[config.mk]
export PLATFORM = sky130hd
export DESIGN_NAME = rtype_exec_unit
export DESIGN_NICKNAME = d
export VERILOG_FILES = /design/src/rtl/rtype_pkg.sv /design/src/rtl/rtype_exec_unit_regfile.sv /design/src/rtl/rtype_exec_unit.sv
export SDC_FILE = /design/constraint.sdc
export NUM_CORES = 2
export LEC_CHECK = 0
export CORE_AREA = 2 2 371 373
export DETAILED_ROUTE_END_ITERATION = 10
export DIE_AREA = 0 0 373 375
export PLACE_DENSITY = 0.72
export SYNTH_ARGS = -nofsm -noshare
export SYNTH_HDL_FRONTEND = slang
export SYNTH_HIERARCHICAL = 1
export SYNTH_SLANG_ARGS = --single-unit
[constraint.sdc]
create_clock -name clk -period 5.6 [get_ports clk]
set_input_delay 1.12 -clock clk [delete_from_list [all_inputs] [get_ports clk]]
set_output_delay 1.12 -clock clk [all_outputs]
set_load 0.1 [all_outputs]
[src/rtl/rtype_pkg.sv]
// Shared definitions for the R-type execution controller: ALU control codes,
// funct encodings, FSM state encoding and the instruction decoder.
package rtype_pkg;

  localparam int NREGS = 32;

  // ALU control codes driven onto ALUcontrol
  localparam logic [3:0] ALU_ADD = 4'b1000;
  localparam logic [3:0] ALU_SUB = 4'b1001;
  localparam logic [3:0] ALU_AND = 4'b1100;
  localparam logic [3:0] ALU_OR  = 4'b0100;
  localparam logic [3:0] ALU_SLT = 4'b0111;
  localparam logic [3:0] ALU_SLL = 4'b1011;
  localparam logic [3:0] ALU_SRL = 4'b1010;
  localparam logic [3:0] ALU_SRA = 4'b0010;

  // funct field encodings of the supported R-type instructions
  localparam logic [5:0] FN_ADD = 6'h20;
  localparam logic [5:0] FN_SUB = 6'h22;
  localparam logic [5:0] FN_AND = 6'h24;
  localparam logic [5:0] FN_OR  = 6'h25;
  localparam logic [5:0] FN_SLT = 6'h2A;
  localparam logic [5:0] FN_SLL = 6'h00;
  localparam logic [5:0] FN_SRL = 6'h02;
  localparam logic [5:0] FN_SRA = 6'h03;

  typedef enum logic [1:0] {
    ST_IDLE   = 2'd0,
    ST_DECODE = 2'd1,
    ST_EXEC   = 2'd2,
    ST_WB     = 2'd3
  } state_t;

  typedef struct packed {
    logic       legal;  // opcode is 0 and funct is supported
    logic       shift;  // A operand comes from shamt instead of rs
    logic [3:0] ctrl;   // ALU control code, 0000 when illegal
  } dec_t;

  // Map an instruction word onto ALU control; anything unknown is illegal.
  function automatic dec_t decode_instr(input logic [31:0] instr);
    dec_t d;
    d = '0;
    if (instr[31:26] == 6'd0) begin
      d.legal = 1'b1;
      unique case (instr[5:0])
        FN_ADD:  d.ctrl = ALU_ADD;
        FN_SUB:  d.ctrl = ALU_SUB;
        FN_AND:  d.ctrl = ALU_AND;
        FN_OR:   d.ctrl = ALU_OR;
        FN_SLT:  d.ctrl = ALU_SLT;
        FN_SLL:  begin d.ctrl = ALU_SLL; d.shift = 1'b1; end
        FN_SRL:  begin d.ctrl = ALU_SRL; d.shift = 1'b1; end
        FN_SRA:  begin d.ctrl = ALU_SRA; d.shift = 1'b1; end
        default: d.legal = 1'b0;
      endcase
    end
    return d;
  endfunction

endpackage

[src/rtl/rtype_exec_unit_regfile.sv]
// 32x32 register file: two operand read ports, one debug read port, one write
// port. Register 0 reads as zero and ignores writes.
module regfile_2r1w
  import rtype_pkg::*;
(
  input  logic        clk,
  input  logic        rst_n,
  input  logic        we,
  input  logic [4:0]  waddr,
  input  logic [31:0] wdata,
  input  logic [4:0]  raddr_a,
  output logic [31:0] rdata_a,
  input  logic [4:0]  raddr_b,
  output logic [31:0] rdata_b,
  input  logic [4:0]  raddr_d,
  output logic [31:0] rdata_d
);

  logic [31:0] regs [NREGS];

  // Register storage with async clear; writes to r0 are dropped.
  // NOTE: the whole array sits in the reset branch on purpose -- reset must
  // clear every register, so this maps to flops rather than a RAM macro.
  always_ff @(posedge clk or negedge rst_n) begin
    if (!rst_n) begin
      for (int i = 0; i < NREGS; i++) begin
        regs[i] <= '0;
      end
    end else if (we && (waddr != 5'd0)) begin
      regs[waddr] <= wdata;
    end
  end

  assign rdata_a = (raddr_a == 5'd0) ? 32'd0 : regs[raddr_a];
  assign rdata_b = (raddr_b == 5'd0) ? 32'd0 : regs[raddr_b];
  assign rdata_d = (raddr_d == 5'd0) ? 32'd0 : regs[raddr_d];

endmodule

[src/rtl/rtype_exec_unit.sv]
// Multi-cycle R-type execution controller. Accepts one instruction per four
// cycles, reads operands, drives the external ALU and writes the result back.
module rtype_exec_unit
  import rtype_pkg::*;
(
  input  logic        clk,
  input  logic        rst_n,
  input  logic        in_valid,
  input  logic [31:0] in_instr,
  output logic        in_ready,
  output logic [3:0]  alu_ctrl,
  output logic [31:0] alu_a,
  output logic [31:0] alu_b,
  input  logic [31:0] alu_out,
  input  logic        alu_zero,
  output logic        done,
  output logic        err,
  output logic [31:0] result,
  output logic        zero_flag,
  input  logic        dbg_we,
  input  logic [4:0]  dbg_addr,
  input  logic [31:0] dbg_wdata,
  output logic [31:0] dbg_rdata
);

  state_t      state_q, state_d;
  logic [31:0] instr_q;
  logic        legal_q;
  logic [3:0]  alu_ctrl_q;
  logic [31:0] alu_a_q, alu_b_q;
  logic [31:0] cap_q;
  logic        cap_zero_q;
  logic [31:0] result_q;
  logic        zero_q;
  logic        done_q, err_q;

  dec_t        dec;
  logic [31:0] rs_val, rt_val;
  logic        rf_we;
  logic [4:0]  rf_waddr;
  logic [31:0] rf_wdata;

  assign dec = decode_instr(instr_q);

  // The WB write and the debug write live in disjoint states, so one port serves both.
  assign rf_we    = ((state_q == ST_WB) && legal_q) || ((state_q == ST_IDLE) && dbg_we);
  assign rf_waddr = (state_q == ST_WB) ? instr_q[15:11] : dbg_addr;
  assign rf_wdata = (state_q == ST_WB) ? cap_q : dbg_wdata;

  regfile_2r1w u_regfile (
    .clk     (clk),
    .rst_n   (rst_n),
    .we      (rf_we),
    .waddr   (rf_waddr),
    .wdata   (rf_wdata),
    .raddr_a (instr_q[25:21]),
    .rdata_a (rs_val),
    .raddr_b (instr_q[20:16]),
    .rdata_b (rt_val),
    .raddr_d (dbg_addr),
    .rdata_d (dbg_rdata)
  );

  // FSM state register.
  always_ff @(posedge clk or negedge rst_n) begin
    if (!rst_n) begin
      state_q <= ST_IDLE;
    end else begin
      state_q <= state_d;
    end
  end

  // Next-state logic: fixed four-cycle walk once an instruction is accepted.
  // NOTE: state_d is defaulted before the case so no path leaves it unassigned
  // and no latch is inferred.
  always_comb begin
    state_d = state_q;
    unique case (state_q)
      ST_IDLE:   if (in_valid) state_d = ST_DECODE;
      ST_DECODE: state_d = ST_EXEC;
      ST_EXEC:   state_d = ST_WB;
      ST_WB:     state_d = ST_IDLE;
      default:   state_d = ST_IDLE;
    endcase
  end

  // Datapath: latch instruction, load ALU operands, capture ALU result, retire.
  // NOTE: non-blocking assignments keep every register sampling pre-edge values,
  // so the order of statements below does not matter.
  always_ff @(posedge clk or negedge rst_n) begin
    if (!rst_n) begin
      instr_q    <= '0;
      legal_q    <= 1'b0;
      alu_ctrl_q <= '0;
      alu_a_q    <= '0;
      alu_b_q    <= '0;
      cap_q      <= '0;
      cap_zero_q <= 1'b0;
      result_q   <= '0;
      zero_q     <= 1'b0;
      done_q     <= 1'b0;
      err_q      <= 1'b0;
    end else begin
      done_q <= 1'b0;
      err_q  <= 1'b0;
      unique case (state_q)
        ST_IDLE: begin
          if (in_valid) instr_q <= in_instr;
        end
        ST_DECODE: begin
          legal_q    <= dec.legal;
          alu_ctrl_q <= dec.ctrl;
          alu_a_q    <= dec.shift ? {27'd0, instr_q[10:6]} : rs_val;
          alu_b_q    <= rt_val;
        end
        ST_EXEC: begin
          cap_q      <= alu_out;
          cap_zero_q <= alu_zero;
        end
        ST_WB: begin
          done_q <= 1'b1;
          err_q  <= ~legal_q;
          if (legal_q) begin
            result_q <= cap_q;
            zero_q   <= cap_zero_q;
          end
        end
        default: ;
      endcase
    end
  end

  assign in_ready  = (state_q == ST_IDLE);
  assign alu_ctrl  = alu_ctrl_q;
  assign alu_a     = alu_a_q;
  assign alu_b     = alu_b_q;
  assign done      = done_q;
  assign err       = err_q;
  assign result    = result_q;
  assign zero_flag = zero_q;

endmodule
# Yosys cells after proc, flatten, opt, wreduce, memory -nomap -nowiden
# Cells that the tools add are included.
totals:
  out_inout_bits: 136
  word_cells: 107
  regBits: 1195
  in_bits: 106
classes:
  eq_ne: 11
  order_cmp: 5
  reduce_logical: 16
  bitwise_logic: 5
  n_mux: 26
op_table:
  columns: ["cell", "count"]
  rows:
  - ["$bwmux W1024", 1]
  - ["$bmux W32 S5", 3]
  - ["$mux W32", 12]
  - ["$demux W32 S5", 1]
  - ["$pmux W4 S8", 1]
  - ["$eq A6 B6 Y1 const B", 5]
  - ["$ge A6 B6 Y1 const B", 4]
  - ["$not A5 Y6", 4]
  - ["$logic_not A5 Y1", 3]
  - ["$eq A6 B2 Y1 const B", 2]
  - ["$logic_not A6 Y1", 2]
  - ["$pmux W2 S4", 1]
  - ["$reduce_or A8 Y1", 1]
  - ["$lt A6 B1 Y1 const B", 1]
  - ["$mux W6", 1]
  - ["$mux W5", 1]
  - ["$reduce_bool A5 Y1", 1]
  - ["$eq A2 B2 Y1 const B", 2]
  - ["$logic_and A1 B1 Y1", 4]
  - ["$mux W1", 4]
  - ["$reduce_and A2 Y1", 2]
  - ["$reduce_or A3 Y1", 1]
  - ["$eq A2 B1 Y1 const B", 1]
  - ["$logic_not A2 Y1", 1]
  - ["4 further kinds", 4]

# Logic depth before layout (Yosys ltp)
logic_depth:
  word_depth: 8
  ltp_mapped: 11
  mapped_depth_nobuf: 8

# By module
# The synthesis kept the hierarchy.
by_module_without_submodules:
  columns: ["module", "area_per_inst_um2", "seq_area_each_um2", "cells_each", "n_inst"]
  rows:
  - ["regfile_2r1w", 62961.6, 25624.6, 4563, 1]
  - ["rtype_exec_unit", 7104.3, 4279.1, 511, 1]

# Worst setup path before layout
# Ideal clock, no wire load.
synth_path:
  path_type: "input port to output port"
  from: "input port dbg_addr[2]"
  to: "output port dbg_rdata[1]"
  required_time_ns: 4.480
  path_slack_ns: -0.587
  arrival_time_ns: 5.067
  n_path_buf: 3
  stages: 6
  path_cell_list: "buf_2 > buf_2 > clkbuf_1 > mux4_2 > a211oi_1 > nor4_1"
synth_between:
  elab_chain_len: 5
  word_cells_on_any_way: 6
synth_lines:
  columns: ["item", "line", "text"]
  rows:
  - ["start, declared", "rtype_exec_unit.sv:21", "input logic [4:0] dbg_addr,"]
  - ["$not A5 Y6 (not written as such)", "rtype_exec_unit_regfile.sv:36", "assign rdata_d = (raddr_d == 5'd0) ? 32'd0 : regs[raddr_d];"]
  - ["$bmux W32 S5", "rtype_exec_unit_regfile.sv:36", null]
  - ["$mux W32 (not written as such) (2 in a row)", "rtype_exec_unit_regfile.sv:36", null]
  - ["$mux W32 *", "rtype_exec_unit_regfile.sv:36", null]
  - ["end, declared", "rtype_exec_unit.sv:23", "output logic [31:0] dbg_rdata"]
# Mark *: on every way between the ends. The rest lies on a longest branch, timed or not. The select of a mux whose other input is x is not followed.

# Final worst setup path
layout_path:
  from: "input port dbg_addr[3]"
  to: "output port dbg_rdata[1]"
# Same word-level chain as after synthesis.

==> qor.txt <==
area grow syn2layout - 13.6%
worst path required time - 4480 ps
sequential area share after synthesis - 42.7%
Detail Route Antenna Nets - 0
grt total ovfl - 0
post-route minimum period - 5140 ps
warnings from Yosys - 6
post-DP HPWL - 151,000 um
# DRC - 0
TNS Setup - 0 ps
most frequent cells in the layout - mux2_2 (1,237), dfrtp_1 (1,188), mux4_2 (519)
cell area after synthesis - 70,100 um^2
Final Skew - 26.4 ps
status - completed
VDD IR max - 0.600 mV
Num CTS Buffers - 135
CTS Hold Buffers Added - 0
IO buf count - 241
Setup crit end kind - output port
Max transition margin - 10.9%
Core Region - 136,000 um^2
f_max - 195 MHz
commonest non-fill, non-tap cell in the layout - mux2_2
Final Hold Fails - 0
maximum clock insertion buffer count - 3
Post-CTS Setup Inserts - 0
count of final setup violators - 0
first-pass GRT wire length - 360,000 um
Avg Vias per Cell - 7.35
Post-Route WL - 250,000 um
Hold Crit Class - in -> async
gpl congestion - 0.908
vias in the first global route - 50,900
Die W - 373 um
asr flop ratio synth - 100%
synthesis-stage register bit count - 1,195
final net count - 5,163
Pwr Total - 46,800 uW
Synth cell types - 54
Worst path max stage delay - 760 ps
max-cap violations - 0
DIE HEIGHT - 375 um
Crit path top cell by count - buf_4
# IOs - 242
global-route usage over all layers - 35.4%
startpoint types - primary input
Least-Margin Pin Slew - 1320 ps
largest net degree at the start of global routing - 142
clk_lat worst skew - 810 ps
Critical Path Slowest Stage Cell - nor4_2
Final Slew Violations - 0
DR WL/cell - 35.9 um
Pleak - 0.0349 uW
Vias - 51,200
post-layout util - 58.4%
CTS clk-pin slew, worst paths - 60 ps
PostCTS Resize Cnt - 0
CTS Sinks - 1,195
Initial DRT Pass Iterations - 6
htree depth - 4
First DRT Iteration DRCs - 7,252
Initial Util - 51.4%
Clock Tree Root - clkbuf_16
worst-path cell chain - clkdlybuf4s50_1 > nand2b_2 > buf_4 > a21oi_1 > nor4_2 > buf_4 > buf_12
RSZ-0062 raised after global routing - false
PwrDens - 588 nW/um^2
Primary FF master, synth - dfrtp_1
syn_area_per_cell - 13.8 um^2
syn nets - 5,184
maximum fanout along the worst path - 9
EDFF count, synth - 0
initial antenna violation count - 8
Post-Synthesis Cells - 5,074
die area - 140,000 um^2
pre-CTS setup slack - 591 ps
worst setup margin - 464 ps
CTS tree - built
Tcrit/Tclk final - 91.7%
CP Class - in -> out
layout cell share with drive strength beyond 1 - 44.8%
Rows - 136
Crit path arrival time - 4020 ps
-- stage by stage --
step	cells	cell area, um^2	hold slack (ps)
after floorplan	5074	70300	421
after global placement	6710	75000	405
after detailed placement	6710	75000	407
after CTS	6956	79500	343
after global routing	6956	79500	379
final	6963	79600	337
-- logic make-up after synthesis --
group           share of synthesized area [%]
fa+ha+maj                              0.0714
compound gates                           6.78
buf+inv                                  3.93
flops                                    42.7
simple gates                             2.71
mux                                      43.8
-- per-layer routing --
layer  vias up  GRT usage, %  share of wire (%)  routed length [um]
met4        10          20.4                6.7               16700
li1      19700             -                  -                   -
met2      3887          51.3                 43              108000
met3       982          11.3                 12               30800
met5         -             0              0.030                  75
met1     26600          46.8                 38               94300
-- sequential cells by signal, summed over array words and instances (netlist names), 2 cells and up --
signal,cells
cap_q,32
result,32
alu_b,32
u_regfile/regs,1024
alu_a,32
alu_ctrl,4
state_q,2
instr_q,32
-- path summary, 6_finish.rpt --
check                                     start                    to  slack, ps  cells after the start
min reg2reg                u_regfile/regs[1013]  u_regfile/regs[1013]        420                      0
min                                       rst_n             result[6]        340                      1
min in group clk           u_regfile/regs[1013]  u_regfile/regs[1013]        420                      0
max in group asynchronous                 rst_n   u_regfile/regs[185]       3900                      2
max reg2reg                          state_q[0]   u_regfile/regs[667]       1460                      6
max                                 dbg_addr[3]          dbg_rdata[1]        460                      7
-- where the power goes --
part	switching, uW	internal (uW)	leakage, uW	total (uW)
combinational	12600	9680	0.0167	22300
sequential	3600	11700	0.0159	15300
clock	3830	5410	0.00226	9240
total	20000	26800	0.0349	46800
-- worst max-delay path: cells and delay by family --
family	cells	cell delay [ps]
buf+inv	4	1440
simple gates	2	1350
compound gates	1	80
-- cell usage after synthesis (36+ instances only) --
cell	number	share of area (%)
o22ai_1	56	0.50
nand2_1	55	0.29
mux2i_1	509	7.3
a22o_1	52	0.65
a22oi_1	195	2.1
o21ai_0	69	0.49
a211oi_1	127	1.4
nor4_1	64	0.57
mux2_2	1237	20
buf_1	64	0.34
clkbuf_1	320	1.7
mux4_2	519	17
inv_1	36	0.19
a21oi_1	101	0.72
nor2b_1	112	1.0
buf_2	126	0.90
dfrtp_1	1195	43
-- final cells by class --
class                      count  area [um^2]
timing repair buffer         412         4740
sequential                  1195        29900
antenna                        7         17.5
multi-input combinational   3273        37900
tap                         1794         2240
fill                       10600        56700
clock buffer                 192         4000
clock inverter                54          578
inverter                      36          135
Note: power is estimated with default switching activity, not from simulation.
